===== src/rtl/ahb_master_arbiter_if.sv =====
// Bus bundle for the two-master AHB-Lite arbiter: the instruction-fetch
// master (i_*), the load/store master (d_*) and the shared slave port (s_*).
interface ahb_master_arbiter_if;

  // Instruction-fetch master address phase and response
  logic [1:0]  i_htrans;
  logic [31:0] i_haddr;
  logic [3:0]  i_hprot;
  logic [2:0]  i_hsize;
  logic        i_hready;
  logic        i_hresp;
  logic [31:0] i_hrdata;

  // Load/store master address phase, write data and response
  logic [1:0]  d_htrans;
  logic [31:0] d_haddr;
  logic [3:0]  d_hprot;
  logic [2:0]  d_hsize;
  logic        d_hwrite;
  logic [31:0] d_hwdata;
  logic        d_hready;
  logic        d_hresp;
  logic [31:0] d_hrdata;

  // Shared slave port
  logic [1:0]  s_htrans;
  logic [31:0] s_haddr;
  logic [3:0]  s_hprot;
  logic [2:0]  s_hsize;
  logic        s_hwrite;
  logic [31:0] s_hwdata;
  logic        s_hready;
  logic        s_hresp;
  logic [31:0] s_hrdata;

  // Environment view: the two cores drive requests, the slave drives responses
  modport master (
    output i_htrans, i_haddr, i_hprot, i_hsize,
    input  i_hready, i_hresp, i_hrdata,
    output d_htrans, d_haddr, d_hprot, d_hsize, d_hwrite, d_hwdata,
    input  d_hready, d_hresp, d_hrdata,
    input  s_htrans, s_haddr, s_hprot, s_hsize, s_hwrite, s_hwdata,
    output s_hready, s_hresp, s_hrdata
  );

  // Arbiter view: a slave to both cores, a master towards the slave port
  modport slave (
    input  i_htrans, i_haddr, i_hprot, i_hsize,
    output i_hready, i_hresp, i_hrdata,
    input  d_htrans, d_haddr, d_hprot, d_hsize, d_hwrite, d_hwdata,
    output d_hready, d_hresp, d_hrdata,
    output s_htrans, s_haddr, s_hprot, s_hsize, s_hwrite, s_hwdata,
    input  s_hready, s_hresp, s_hrdata
  );

endinterface


===== src/rtl/ahb_master_arbiter.sv =====
// Two-master AHB-Lite arbiter. The instruction-fetch master (I, index 0) and
// the load/store master (D, index 1) share one slave port. Each master has at
// most one transfer outstanding; an accepted address phase that cannot be
// issued straight away is parked in that master's one-deep hold register and
// issued later as a NONSEQ. D normally wins; I wins once it has lost
// STARVE_LIMIT consecutive arbitrations.
module ahb_master_arbiter #(
  parameter int unsigned STARVE_LIMIT = 3
) (
  input logic hclk,
  input logic hresetn,
  ahb_master_arbiter_if.slave bus
);

  localparam int unsigned WAIT_W = (STARVE_LIMIT > 1) ? $clog2(STARVE_LIMIT + 1) : 1;
  localparam logic [WAIT_W-1:0] WAIT_MAX = WAIT_W'(STARVE_LIMIT);

  localparam logic [1:0] HTRANS_IDLE   = 2'b00;
  localparam logic [1:0] HTRANS_NONSEQ = 2'b10;

  // Master indices double as the data-phase owner encoding
  localparam int unsigned MI = 0;
  localparam int unsigned MD = 1;
  localparam logic OWNER_I = 1'b0;
  localparam logic OWNER_D = 1'b1;

  // Everything the slave needs to see in an address phase
  typedef struct packed {
    logic [31:0] addr;
    logic [3:0]  prot;
    logic [2:0]  size;
    logic        write;
  } addr_phase_t;

  // Per-master view: nothing pending, parked in hold, or in slave data phase
  typedef enum logic [1:0] {
    MS_IDLE = 2'd0,
    MS_HELD = 2'd1,
    MS_DATA = 2'd2
  } mstate_e;

  logic [1:0]        req;
  logic [1:0]        accept;
  logic [1:0]        cand;
  logic [1:0]        hready;
  logic [1:0]        hresp;
  addr_phase_t [1:0] live;
  addr_phase_t [1:0] sel;

  logic              winner;
  logic              starved;
  logic              any_cand;
  logic              issue;
  addr_phase_t       win_ap;

  logic              dp_valid_q;
  logic              dp_valid_d;
  logic              dp_owner_q;
  logic              dp_owner_d;
  logic              lock_q;
  logic              lock_d;
  logic              lock_owner_q;
  logic              lock_owner_d;
  logic [WAIT_W-1:0] wait_cnt_q;
  logic [WAIT_W-1:0] wait_cnt_d;

  logic              unused_htrans_lsb;

  // Only NONSEQ/SEQ (htrans[1]) count as requests; bursts are flattened
  assign req = {bus.d_htrans[1], bus.i_htrans[1]};
  assign unused_htrans_lsb = bus.i_htrans[0] ^ bus.d_htrans[0];

  // Live address phases; I is a fetch port and never writes
  assign live[MI] = '{addr: bus.i_haddr, prot: bus.i_hprot, size: bus.i_hsize, write: 1'b0};
  assign live[MD] = '{addr: bus.d_haddr, prot: bus.d_hprot, size: bus.d_hsize, write: bus.d_hwrite};

  for (genvar gi = 0; gi < 2; gi++) begin : g_master
    localparam logic OWN = (gi == 0) ? OWNER_I : OWNER_D;

    mstate_e     state;
    logic        hready_m;
    logic        issued_now;
    logic        hold_valid_q;
    logic        hold_valid_d;
    addr_phase_t hold_q;
    addr_phase_t hold_d;

    // Classify this master from the hold register and data-phase ownership
    always_comb begin
      state = MS_IDLE;
      if (hold_valid_q) begin
        state = MS_HELD;
      end else if (dp_valid_q && (dp_owner_q == OWN)) begin
        state = MS_DATA;
      end
    end

    // Master-side hready: free when idle, slave-paced in data phase, stalled when held
    always_comb begin
      hready_m = 1'b1;
      case (state)
        MS_HELD: hready_m = 1'b0;
        MS_DATA: hready_m = bus.s_hready;
        default: hready_m = 1'b1;
      endcase
    end

    // Requests seen during reset must not reach the slave port
    assign accept[gi]  = hresetn & hready_m & req[gi];
    assign cand[gi]    = hold_valid_q | accept[gi];
    assign sel[gi]     = hold_valid_q ? hold_q : live[gi];
    assign hready[gi]  = hready_m;
    assign hresp[gi]   = dp_valid_q & (dp_owner_q == OWN) & bus.s_hresp;
    assign issued_now  = issue & (winner == OWN);

    // Hold register: drain on issue, park any accepted request that did not issue
    always_comb begin
      hold_valid_d = hold_valid_q;
      hold_d       = hold_q;
      if (issued_now) begin
        hold_valid_d = 1'b0;
      end
      if (accept[gi] && !issued_now) begin
        hold_valid_d = 1'b1;
        hold_d       = live[gi];
      end
    end

    // Hold register state
    always_ff @(posedge hclk or negedge hresetn) begin
      if (!hresetn) begin
        hold_valid_q <= 1'b0;
        hold_q       <= '0;
      end else begin
        hold_valid_q <= hold_valid_d;
        hold_q       <= hold_d;
      end
    end
  end

  // Pick the address-phase owner; a stalled address phase keeps its owner
  always_comb begin
    starved = cand[MI] && (wait_cnt_q == WAIT_MAX);
    winner  = OWNER_I;
    if (lock_q) begin
      winner = lock_owner_q;
    end else if (cand[MD] && !starved) begin
      winner = OWNER_D;
    end
  end

  assign any_cand = |cand;
  assign issue    = any_cand & bus.s_hready;
  assign win_ap   = sel[winner];

  // Data-phase tracking, address-phase lock and I starvation counter
  always_comb begin
    dp_valid_d   = dp_valid_q;
    dp_owner_d   = dp_owner_q;
    lock_d       = lock_q;
    lock_owner_d = lock_owner_q;
    wait_cnt_d   = wait_cnt_q;
    if (bus.s_hready) begin
      lock_d = 1'b0;
      if (any_cand) begin
        dp_valid_d = 1'b1;
        dp_owner_d = winner;
        if (winner == OWNER_I || !cand[MI]) begin
          wait_cnt_d = '0;
        end else if (wait_cnt_q != WAIT_MAX) begin
          wait_cnt_d = wait_cnt_q + WAIT_W'(1);
        end
      end else begin
        dp_valid_d = 1'b0;
        wait_cnt_d = '0;
      end
    end else if (any_cand) begin
      // Slave is stalling: whoever is on s_* now must stay there
      lock_d       = 1'b1;
      lock_owner_d = winner;
    end
  end

  // Shared control state
  always_ff @(posedge hclk or negedge hresetn) begin
    if (!hresetn) begin
      dp_valid_q   <= 1'b0;
      dp_owner_q   <= OWNER_I;
      lock_q       <= 1'b0;
      lock_owner_q <= OWNER_I;
      wait_cnt_q   <= '0;
    end else begin
      dp_valid_q   <= dp_valid_d;
      dp_owner_q   <= dp_owner_d;
      lock_q       <= lock_d;
      lock_owner_q <= lock_owner_d;
      wait_cnt_q   <= wait_cnt_d;
    end
  end

  // Slave port: combinational from the winning source so a direct issue adds no latency
  assign bus.s_htrans = any_cand ? HTRANS_NONSEQ : HTRANS_IDLE;
  assign bus.s_haddr  = win_ap.addr;
  assign bus.s_hprot  = win_ap.prot;
  assign bus.s_hsize  = win_ap.size;
  assign bus.s_hwrite = (winner == OWNER_D) & win_ap.write;
  assign bus.s_hwdata = bus.d_hwdata;

  // Master responses; read data is broadcast, hready/hresp are steered
  assign bus.i_hready = hready[MI];
  assign bus.d_hready = hready[MD];
  assign bus.i_hresp  = hresp[MI];
  assign bus.d_hresp  = hresp[MD];
  assign bus.i_hrdata = bus.s_hrdata;
  assign bus.d_hrdata = bus.s_hrdata;

endmodule


===== src/flat_wrapper.sv =====
// flat-port wrapper written by rule: the top's interface ports become plain ports
module ahb_master_arbiter_flat 
#(
  parameter int unsigned STARVE_LIMIT = 3
)
  (hclk, hresetn, bus_i_htrans, bus_i_haddr, bus_i_hprot, bus_i_hsize, bus_i_hready, bus_i_hresp, bus_i_hrdata, bus_d_htrans, bus_d_haddr, bus_d_hprot, bus_d_hsize, bus_d_hwrite, bus_d_hwdata, bus_d_hready, bus_d_hresp, bus_d_hrdata, bus_s_htrans, bus_s_haddr, bus_s_hprot, bus_s_hsize, bus_s_hwrite, bus_s_hwdata, bus_s_hready, bus_s_hresp, bus_s_hrdata);
  ahb_master_arbiter_if bus_i ();
  input logic hclk;
  input logic hresetn;
  input wire logic [$bits(bus_i.i_htrans)-1:0] bus_i_htrans;
  input wire logic [$bits(bus_i.i_haddr)-1:0] bus_i_haddr;
  input wire logic [$bits(bus_i.i_hprot)-1:0] bus_i_hprot;
  input wire logic [$bits(bus_i.i_hsize)-1:0] bus_i_hsize;
  output wire logic [$bits(bus_i.i_hready)-1:0] bus_i_hready;
  output wire logic [$bits(bus_i.i_hresp)-1:0] bus_i_hresp;
  output wire logic [$bits(bus_i.i_hrdata)-1:0] bus_i_hrdata;
  input wire logic [$bits(bus_i.d_htrans)-1:0] bus_d_htrans;
  input wire logic [$bits(bus_i.d_haddr)-1:0] bus_d_haddr;
  input wire logic [$bits(bus_i.d_hprot)-1:0] bus_d_hprot;
  input wire logic [$bits(bus_i.d_hsize)-1:0] bus_d_hsize;
  input wire logic [$bits(bus_i.d_hwrite)-1:0] bus_d_hwrite;
  input wire logic [$bits(bus_i.d_hwdata)-1:0] bus_d_hwdata;
  output wire logic [$bits(bus_i.d_hready)-1:0] bus_d_hready;
  output wire logic [$bits(bus_i.d_hresp)-1:0] bus_d_hresp;
  output wire logic [$bits(bus_i.d_hrdata)-1:0] bus_d_hrdata;
  output wire logic [$bits(bus_i.s_htrans)-1:0] bus_s_htrans;
  output wire logic [$bits(bus_i.s_haddr)-1:0] bus_s_haddr;
  output wire logic [$bits(bus_i.s_hprot)-1:0] bus_s_hprot;
  output wire logic [$bits(bus_i.s_hsize)-1:0] bus_s_hsize;
  output wire logic [$bits(bus_i.s_hwrite)-1:0] bus_s_hwrite;
  output wire logic [$bits(bus_i.s_hwdata)-1:0] bus_s_hwdata;
  input wire logic [$bits(bus_i.s_hready)-1:0] bus_s_hready;
  input wire logic [$bits(bus_i.s_hresp)-1:0] bus_s_hresp;
  input wire logic [$bits(bus_i.s_hrdata)-1:0] bus_s_hrdata;
  assign bus_i.i_htrans = bus_i_htrans;
  assign bus_i.i_haddr = bus_i_haddr;
  assign bus_i.i_hprot = bus_i_hprot;
  assign bus_i.i_hsize = bus_i_hsize;
  assign bus_i_hready = bus_i.i_hready;
  assign bus_i_hresp = bus_i.i_hresp;
  assign bus_i_hrdata = bus_i.i_hrdata;
  assign bus_i.d_htrans = bus_d_htrans;
  assign bus_i.d_haddr = bus_d_haddr;
  assign bus_i.d_hprot = bus_d_hprot;
  assign bus_i.d_hsize = bus_d_hsize;
  assign bus_i.d_hwrite = bus_d_hwrite;
  assign bus_i.d_hwdata = bus_d_hwdata;
  assign bus_d_hready = bus_i.d_hready;
  assign bus_d_hresp = bus_i.d_hresp;
  assign bus_d_hrdata = bus_i.d_hrdata;
  assign bus_s_htrans = bus_i.s_htrans;
  assign bus_s_haddr = bus_i.s_haddr;
  assign bus_s_hprot = bus_i.s_hprot;
  assign bus_s_hsize = bus_i.s_hsize;
  assign bus_s_hwrite = bus_i.s_hwrite;
  assign bus_s_hwdata = bus_i.s_hwdata;
  assign bus_i.s_hready = bus_s_hready;
  assign bus_i.s_hresp = bus_s_hresp;
  assign bus_i.s_hrdata = bus_s_hrdata;
  ahb_master_arbiter #(.STARVE_LIMIT(STARVE_LIMIT)) u_core (.hclk(hclk), .hresetn(hresetn), .bus(bus_i));
endmodule

===== config.mk =====
export PLATFORM = sky130hd
export DESIGN_NAME = ahb_master_arbiter_flat
export DESIGN_NICKNAME = d
export VERILOG_FILES = /design/src/rtl/ahb_master_arbiter_if.sv /design/src/rtl/ahb_master_arbiter.sv /design/src/flat_wrapper.sv
export SDC_FILE = /design/constraint.sdc
export NUM_CORES = 1
export LEC_CHECK = 0
export CORE_ASPECT_RATIO = 0.5
export CORE_UTILIZATION = 44
export CTS_BUF_LIST = sky130_fd_sc_hd__clkbuf_8
export CTS_CLUSTER_DIAMETER = 80
export CTS_CLUSTER_SIZE = 16
export DETAILED_ROUTE_END_ITERATION = 8
export PLACE_DENSITY = 0.93
export SYNTH_ARGS = -nofsm -noshare
export SYNTH_HDL_FRONTEND = slang
export SYNTH_SLANG_ARGS = --single-unit
export TNS_END_PERCENT = 30

===== constraint.sdc =====
create_clock -name hclk -period 3.6 [get_ports hclk]
set_input_delay 0.36 -clock hclk [delete_from_list [all_inputs] [get_ports hclk]]
set_output_delay 0.36 -clock hclk [all_outputs]
set_load 0.01 [all_outputs]

# Word-level counts from Yosys, hierarchy flattened
# Cells that the tools add are included.
# classes
n_bitwise	17
reduce_logical	18
addsub	1
shift	0
n_mul	0
div_mod_pow	0
n_eq_ne	7
n_lt_le_gt_ge	1
muxes	23
# ops
operator	count
2-to-1 mux 40 bit	4
2-to-1 mux 2 bit	8
AND 1 bit	12
2-to-1 mux 1 bit	9
== test 2 bit, second input constant	3
logical AND 1 bit	6
AND reduction 2 bit	3
nonzero test 2 bit	3
== test 2 x 1 -> 1 bit, second input constant	2
zero test 1 bit	4
case mux 1 bit (2 select lines)	2
!= test 3 bit, second input constant	1
inverter 1 bit	3
adder 2 x 1 -> 2 bit, second input constant	1
< comparator 1 x 2 -> 1 bit, second input constant	1
!= test 2 bit, second input constant	1
OR 1 bit	2
OR reduction 2 bit	1
logical OR 1 bit	1
# word_totals
inputBits	151
ff_bits	87
memories	0
output_inout_bits	142
elab_cells	81
rom_bits	0
ramBits	0
latchBits	0

# Depth between registers and ports, before layout
# logic_depth
ltp_word	19
depth_mapped	7
depth_no_buf	6

# Worst setup path before layout
# OpenSTA, ideal clock, no wires.
# synth_timing
path_kind	register to output
start	register u_core.g_master[0].hold_valid_q
end	output bus_s_haddr[0]
arrival_time_ns	1.880
path_buffers	2
t_required_ns	3.240
path_stages_with_launch	8
setup_slack_ns	1.360
cell_sequence	dfrtp_1 -> clkbuf_1 -> a21oi_1 -> a211oi_1 -> o31ai_2 -> clkbuf_1 -> a211oi_1 -> a21oi_1
# synth_via
elab_chain_len	13
word_cells_on_any_way	15
cone_classes	eq/ne (2); mux (7); bitwise (3); reduce/logical (3)
# synth_rtl
item	line_no	rtl
from (decl)	ahb_master_arbiter.sv:83	logic hold_valid_q;
from (signal assigned)	ahb_master_arbiter.sv:135	hold_valid_q <= hold_valid_d;
2-to-1 mux 2 bit	ahb_master_arbiter.sv:91	if (hold_valid_q) begin
== test 2 bit / == test 2 x 1 -> 1 bit (equally long branches)	ahb_master_arbiter.sv:101	case (state)
case mux 1 bit (2 select lines)	ahb_master_arbiter.sv:101	
AND 1 bit (2 in series)	ahb_master_arbiter.sv:109	assign accept[gi] = hresetn & hready_m & req[gi];
OR 1 bit	ahb_master_arbiter.sv:110	assign cand[gi] = hold_valid_q | accept[gi];
logical AND 1 bit	ahb_master_arbiter.sv:143	starved = cand[MI] && (wait_cnt_q == WAIT_MAX);
zero test 1 bit	ahb_master_arbiter.sv:147	end else if (cand[MD] && !starved) begin
logical AND 1 bit	ahb_master_arbiter.sv:147	
2-to-1 mux 1 bit	ahb_master_arbiter.sv:147	
2-to-1 mux 1 bit	ahb_master_arbiter.sv:145	if (lock_q) begin
2-to-1 mux 40 bit (not written as such) * (2 in series)	ahb_master_arbiter.sv:154	assign win_ap = sel[winner];
to (decl)	flat_wrapper.sv:27	output wire logic [$bits(bus_i.s_haddr)-1:0] bus_s_haddr;
# Mark *: on every way between the ends. The rest lies on a longest branch, timed or not. The select of a mux whose other input is x is not followed.

# Worst setup path after layout
# layout_timing
start	input bus_s_hready
end	output bus_s_haddr[27]
# layout_via
elab_chain_len	11
word_cells_on_any_way	15
cone_classes	mux (6); bitwise (6); reduce/logical (3)
# layout_rtl
item	line_no	rtl
from (decl)	flat_wrapper.sv:32	input wire logic [$bits(bus_i.s_hready)-1:0] bus_s_hready;
case mux 1 bit (2 select lines)	ahb_master_arbiter.sv:101	
AND 1 bit (2 in series)	ahb_master_arbiter.sv:109	
OR 1 bit	ahb_master_arbiter.sv:110	
logical AND 1 bit	ahb_master_arbiter.sv:143	
zero test 1 bit	ahb_master_arbiter.sv:147	
logical AND 1 bit *	ahb_master_arbiter.sv:147	
2-to-1 mux 1 bit *	ahb_master_arbiter.sv:147	
2-to-1 mux 1 bit *	ahb_master_arbiter.sv:145	
2-to-1 mux 40 bit (not written as such) * (2 in series)	ahb_master_arbiter.sv:154	
# Marked as above.

==> metrics.txt <==
# TYPE chip_impl_metric gauge
chip_impl_metric{name="antenna_violating_nets_post_route",unit=""} 0
chip_impl_metric{name="cts_setup_buffers",unit=""} 0
chip_impl_metric{name="finalMaxSlewViolations",unit=""} 0
chip_impl_metric{name="max-slew-margin-rel",unit="%"} 47.98
chip_impl_metric{name="power.static_leakage",unit="nW"} 2.597
chip_impl_metric{name="fillerInstances",unit=""} 1005
chip_impl_info{name="worstSetupEndpointType",value="output pin"} 1
chip_impl_info{name="crit-reg2reg-capture",value="u_core.g_master[1].hold_q[22]"} 1
chip_impl_metric{name="cts_sinks",unit=""} 87
chip_impl_metric{name="postPlaceCellArea",unit="mm²"} 0.006147
chip_impl_metric{name="detail_route.drc_violations",unit=""} 0
chip_impl_metric{name="initial_utilization",unit="%"} 45.52
chip_impl_metric{name="yosys_top_cell_area_share",unit="%"} 40.27
chip_impl_metric{name="grt_first_pass_wirelength",unit="µm"} 21320
chip_impl_metric{name="die_y",unit="µm"} 80.38
chip_impl_metric{name="synth_area",unit="mm²"} 0.005406
chip_impl_metric{name="synth-edff-count",unit=""} 0
chip_impl_metric{name="reg2reg_depth",unit=""} 6
chip_impl_metric{name="synth_cell_types",unit=""} 33
chip_impl_metric{name="grtUsageMet2",unit="%"} 38.42
chip_impl_metric{name="fin_nets",unit=""} 673
chip_impl_metric{name="finish.cell_count_without_fillers",unit=""} 691
chip_impl_metric{name="port-buffer-count",unit=""} 129
chip_impl_info{name="hold_path_class",value="input pin to asynchronous set/reset pin"} 1
chip_impl_info{name="criticalPathCategory",value="input pin to output pin"} 1
chip_impl_metric{name="detailedRoute.firstIterationViolations",unit=""} 156
chip_impl_metric{name="first_global_vias",unit=""} 3836
chip_impl_metric{name="ys.warnings.count",unit=""} 0
chip_impl_info{name="run_status",value="finished clean"} 1
chip_impl_metric{name="power.switching_fraction",unit="%"} 36.01
chip_impl_info{name="worstReg2RegStart",value="u_core.dp_owner_q"} 1
chip_impl_metric{name="comb_power_share",unit="%"} 53.5
chip_impl_metric{name="stdcell_area",unit="mm²"} 0.006370
chip_impl_metric{name="rows",unit=""} 28
chip_impl_metric{name="fp.dieArea",unit="mm²"} 0.01276
chip_impl_metric{name="detailedPlacementHpwl",unit="µm"} 10410
chip_impl_metric{name="clock_power_share",unit="%"} 14.2
chip_impl_info{name="post-synth-top-count-cell",value="sky130_fd_sc_hd__buf_4"} 1
chip_impl_info{name="post-synth-top-area-cell",value="sky130_fd_sc_hd__dfrtp_1"} 1
chip_impl_metric{name="synth_nets",unit=""} 653
chip_impl_metric{name="wl_per_cell",unit="µm"} 20.57
chip_impl_metric{name="via_count",unit=""} 3793
chip_impl_metric{name="clock_latency",unit="ns"} 0.37
chip_impl_metric{name="worst-slew-pin-transition",unit="ns"} 0.7802
chip_impl_metric{name="timing.reg2reg.setup_slack",unit="ns"} 1.08
chip_impl_metric{name="cell_internal_pwr",unit="mW"} 3.452
chip_impl_metric{name="max_freq",unit="MHz"} 301.5
chip_impl_info{name="cts-root-buf",value="sky130_fd_sc_hd__clkbuf_8"} 1
chip_impl_info{name="grt-busiest-layer",value="met2"} 1
chip_impl_metric{name="layout_setup_ws",unit="ns"} 0.2835
chip_impl_metric{name="max_capacitance_violation_count",unit=""} 0
chip_impl_metric{name="final_period_minus_worst_setup_slack",unit="ns"} 3.317
chip_impl_metric{name="post_cts_resize_count",unit=""} 0
chip_impl_metric{name="timing.setup.tns",unit="ns"} 0
chip_impl_metric{name="std_cell_core_area",unit="mm²"} 0.01188
chip_impl_metric{name="finalClockSkew",unit="ns"} 0.01125
chip_impl_metric{name="synth.avg_cell_area",unit="µm²"} 10.79
chip_impl_metric{name="detail_route.wirelength",unit="µm"} 14220
chip_impl_metric{name="gp_congestion",unit=""} 0.8071
chip_impl_metric{name="switching_power",unit="mW"} 1.943
chip_impl_metric{name="grt_use_total",unit="%"} 21.88
chip_impl_metric{name="h-tree-depth",unit=""} 3
chip_impl_metric{name="crit_fanout",unit=""} 41
chip_impl_info{name="tritoncts",value="yes"} 1
chip_impl_metric{name="pwr_density_cell",unit="mW/mm²"} 847.0
chip_impl_metric{name="async_flop_share",unit="%"} 100.0
chip_impl_metric{name="numCtsBuffers",unit=""} 9
chip_impl_metric{name="synth_seq_cells",unit=""} 87
chip_impl_metric{name="netlist_instances",unit=""} 501
chip_impl_metric{name="n_antenna_cell",unit=""} 0
chip_impl_metric{name="ctsLongestPathBuffers",unit=""} 2
chip_impl_info{name="unrepaired_setup_endpoints_after_global_routing",value="no"} 1
chip_impl_metric{name="finalSetupViolCount",unit=""} 0
chip_impl_metric{name="synth-seq-area-share",unit="%"} 40.27
chip_impl_metric{name="synthToLayoutAreaGrowth",unit="%"} 17.82
chip_impl_info{name="timing.critical_path.from_type",value="input pin"} 1
chip_impl_metric{name="cp.arrival",unit="ns"} 2.96
chip_impl_metric{name="drt_pass1_iterations",unit=""} 5
chip_impl_info{name="synth_area_leaders",value="sky130_fd_sc_hd__dfrtp_1, sky130_fd_sc_hd__mux2_2, sky130_fd_sc_hd__buf_4"} 1
chip_impl_metric{name="grt_max_degree",unit=""} 51
chip_impl_metric{name="worst_setup_slack_post_dpl",unit="ns"} 0.3370
chip_impl_metric{name="routed_via_density",unit=""} 5.489
chip_impl_metric{name="die_width",unit="µm"} 158.8
chip_impl_metric{name="globalRouteMet1Util",unit="%"} 22.15
chip_impl_metric{name="met3_global_route_usage",unit="%"} 11.93
chip_impl_metric{name="placed_cells_incl_taps",unit=""} 675
chip_impl_metric{name="final_layout_size_suffix_gt1_share",unit="%"} 21.10
chip_impl_metric{name="io_pins",unit=""} 293
chip_impl_metric{name="final_min_period_over_clock_period",unit="%"} 92.13
chip_impl_metric{name="timing.final.hold_violations",unit=""} 0
chip_impl_info{name="synth_top_cells_by_count",value="sky130_fd_sc_hd__buf_4, sky130_fd_sc_hd__dfrtp_1, sky130_fd_sc_hd__mux2_2, sky130_fd_sc_hd__a21oi_1, sky130_fd_sc_hd__nor2b_1"} 1
chip_impl_metric{name="antenna_violations_before_repair",unit=""} 0
chip_impl_metric{name="pwr-share-seq",unit="%"} 32.4
chip_impl_metric{name="vdd_drop_max",unit="mV"} 0.3498
chip_impl_info{name="postSynth.topFlopCell",value="sky130_fd_sc_hd__dfrtp_1"} 1
chip_impl_metric{name="clk_pin_slew_worst_paths",unit="ns"} 0.09
chip_impl_metric{name="grt.overflow.total",unit=""} 0
chip_impl_metric{name="timing.critical_path.required",unit="ns"} 3.24
chip_impl_metric{name="postCtsHoldBufs",unit=""} 0
==> sequential cells by signal, indices dropped and copies added, names as in the netlist <==
name / count
u_core.wait_cnt_q: 2
u_core.g_master.hold_q: 79
u_core.g_master.hold_valid_q: 2
u_core.lock_q: 1
u_core.dp_owner_q: 1
u_core.lock_owner_q: 1
u_core.dp_valid_q: 1
==> routing by layer <==
metal / up-vias / share of wire (%)
met5: - / 0
met4: 0 / 2.4
met3: 28 / 11
met2: 189 / 51
met1: 1867 / 36
li1: 1709 / -
==> worst max path at each step <==
| stage | startpoint | end | slack (ns) | depth (start not counted) |
|---|---|---|---|---|
| final | bus_s_hready | bus_s_haddr[27] | 0.28 | 8 |
| after floorplan | u_core.g_master[0].hold_valid_q | bus_s_haddr[0] | 1.36 | 7 |
| after global placement | bus_s_hready | bus_s_haddr[13] | 0.35 | 8 |
| after global routing | bus_s_hready | bus_s_haddr[13] | 0.10 | 8 |
| after detailed placement | bus_s_hready | bus_s_haddr[14] | 0.34 | 8 |
| after CTS | bus_s_hready | bus_s_haddr[14] | 0.30 | 8 |
==> layout by cell type, fill, tap and decap left out, types with 2 or more instances in the layout <==
cell	instances
sky130_fd_sc_hd__a211oi_1	40
sky130_fd_sc_hd__a21o_1	2
sky130_fd_sc_hd__a21oi_1	44
sky130_fd_sc_hd__a31oi_1	2
sky130_fd_sc_hd__buf_12	3
sky130_fd_sc_hd__buf_4	6
sky130_fd_sc_hd__bufinv_16	2
sky130_fd_sc_hd__clkbuf_8	10
sky130_fd_sc_hd__clkdlybuf4s50_1	128
sky130_fd_sc_hd__dfrtp_1	85
sky130_fd_sc_hd__dfrtp_2	2
sky130_fd_sc_hd__inv_1	5
sky130_fd_sc_hd__mux2_2	69
sky130_fd_sc_hd__mux2_4	10
sky130_fd_sc_hd__mux2i_1	40
sky130_fd_sc_hd__nand2_1	8
sky130_fd_sc_hd__nor2_1	7
sky130_fd_sc_hd__nor2b_1	41
sky130_fd_sc_hd__nor3_1	2
sky130_fd_sc_hd__o21ai_0	2
==> critical path, cell delays in order <==
cell,delay (ns)
sky130_fd_sc_hd__clkdlybuf4s50_1,0.52
sky130_fd_sc_hd__nor2b_1,0.35
sky130_fd_sc_hd__a211oi_1,0.23
sky130_fd_sc_hd__o31ai_4,0.38
sky130_fd_sc_hd__buf_12,0.25
sky130_fd_sc_hd__a211oi_1,0.10
sky130_fd_sc_hd__a21oi_1,0.19
sky130_fd_sc_hd__clkdlybuf4s50_1,0.57
==> final cells by class <==
type	instances	area, µm²	share of cell area [%]
clock buffers	10	137.6	2.161
clock inverters	6	85.08	1.336
inverters	4	15.01	0.2357
multi-input cells	282	2360	37.05
flip-flops and latches	87	2180	34.22
well taps	165	206.4	3.241
repair buffers	137	1386	21.76
==> stage by stage <==
| step | power, mW | hold WS, ns | util (%) |
|---|---|---|---|
| 2_1_floorplan | 3.522 | 0.06441 | - |
| 3_3_place_gp | 4.502 | 0.4809 | 51.76 |
| 3_5_place_dp | 4.632 | 0.4932 | 51.76 |
| 4_1_cts | 5.418 | 0.1084 | 53.63 |
| 5_1_grt | 5.714 | 0.1289 | 53.63 |
| 6_report | 5.395 | 0.1037 | 53.63 |
==> kinds of logic (layout without fill, tap and decap cells) <==
logic type,count (synthesis),count (layout),synth area share (%)
other cells,1,1,0.06936
flops,87,87,40.27
fa+ha+maj,1,1,0.2314
compound gates,96,96,11.59
simple gates,65,65,6.897
buf+inv,132,157,16.39
mux,119,119,24.55
==> power by group through the flow <==
stage | clock [mW] | combinational [mW] | sequential (mW)
floorplan | 0 | 1.86 | 1.66
global placement | 0 | 2.79 | 1.71
detailed placement | 0 | 2.88 | 1.75
CTS | 0.780 | 2.90 | 1.74
finish | 0.764 | 2.88 | 1.75
global route | 0.823 | 3.09 | 1.80
(Power assumes the default switching activity.)
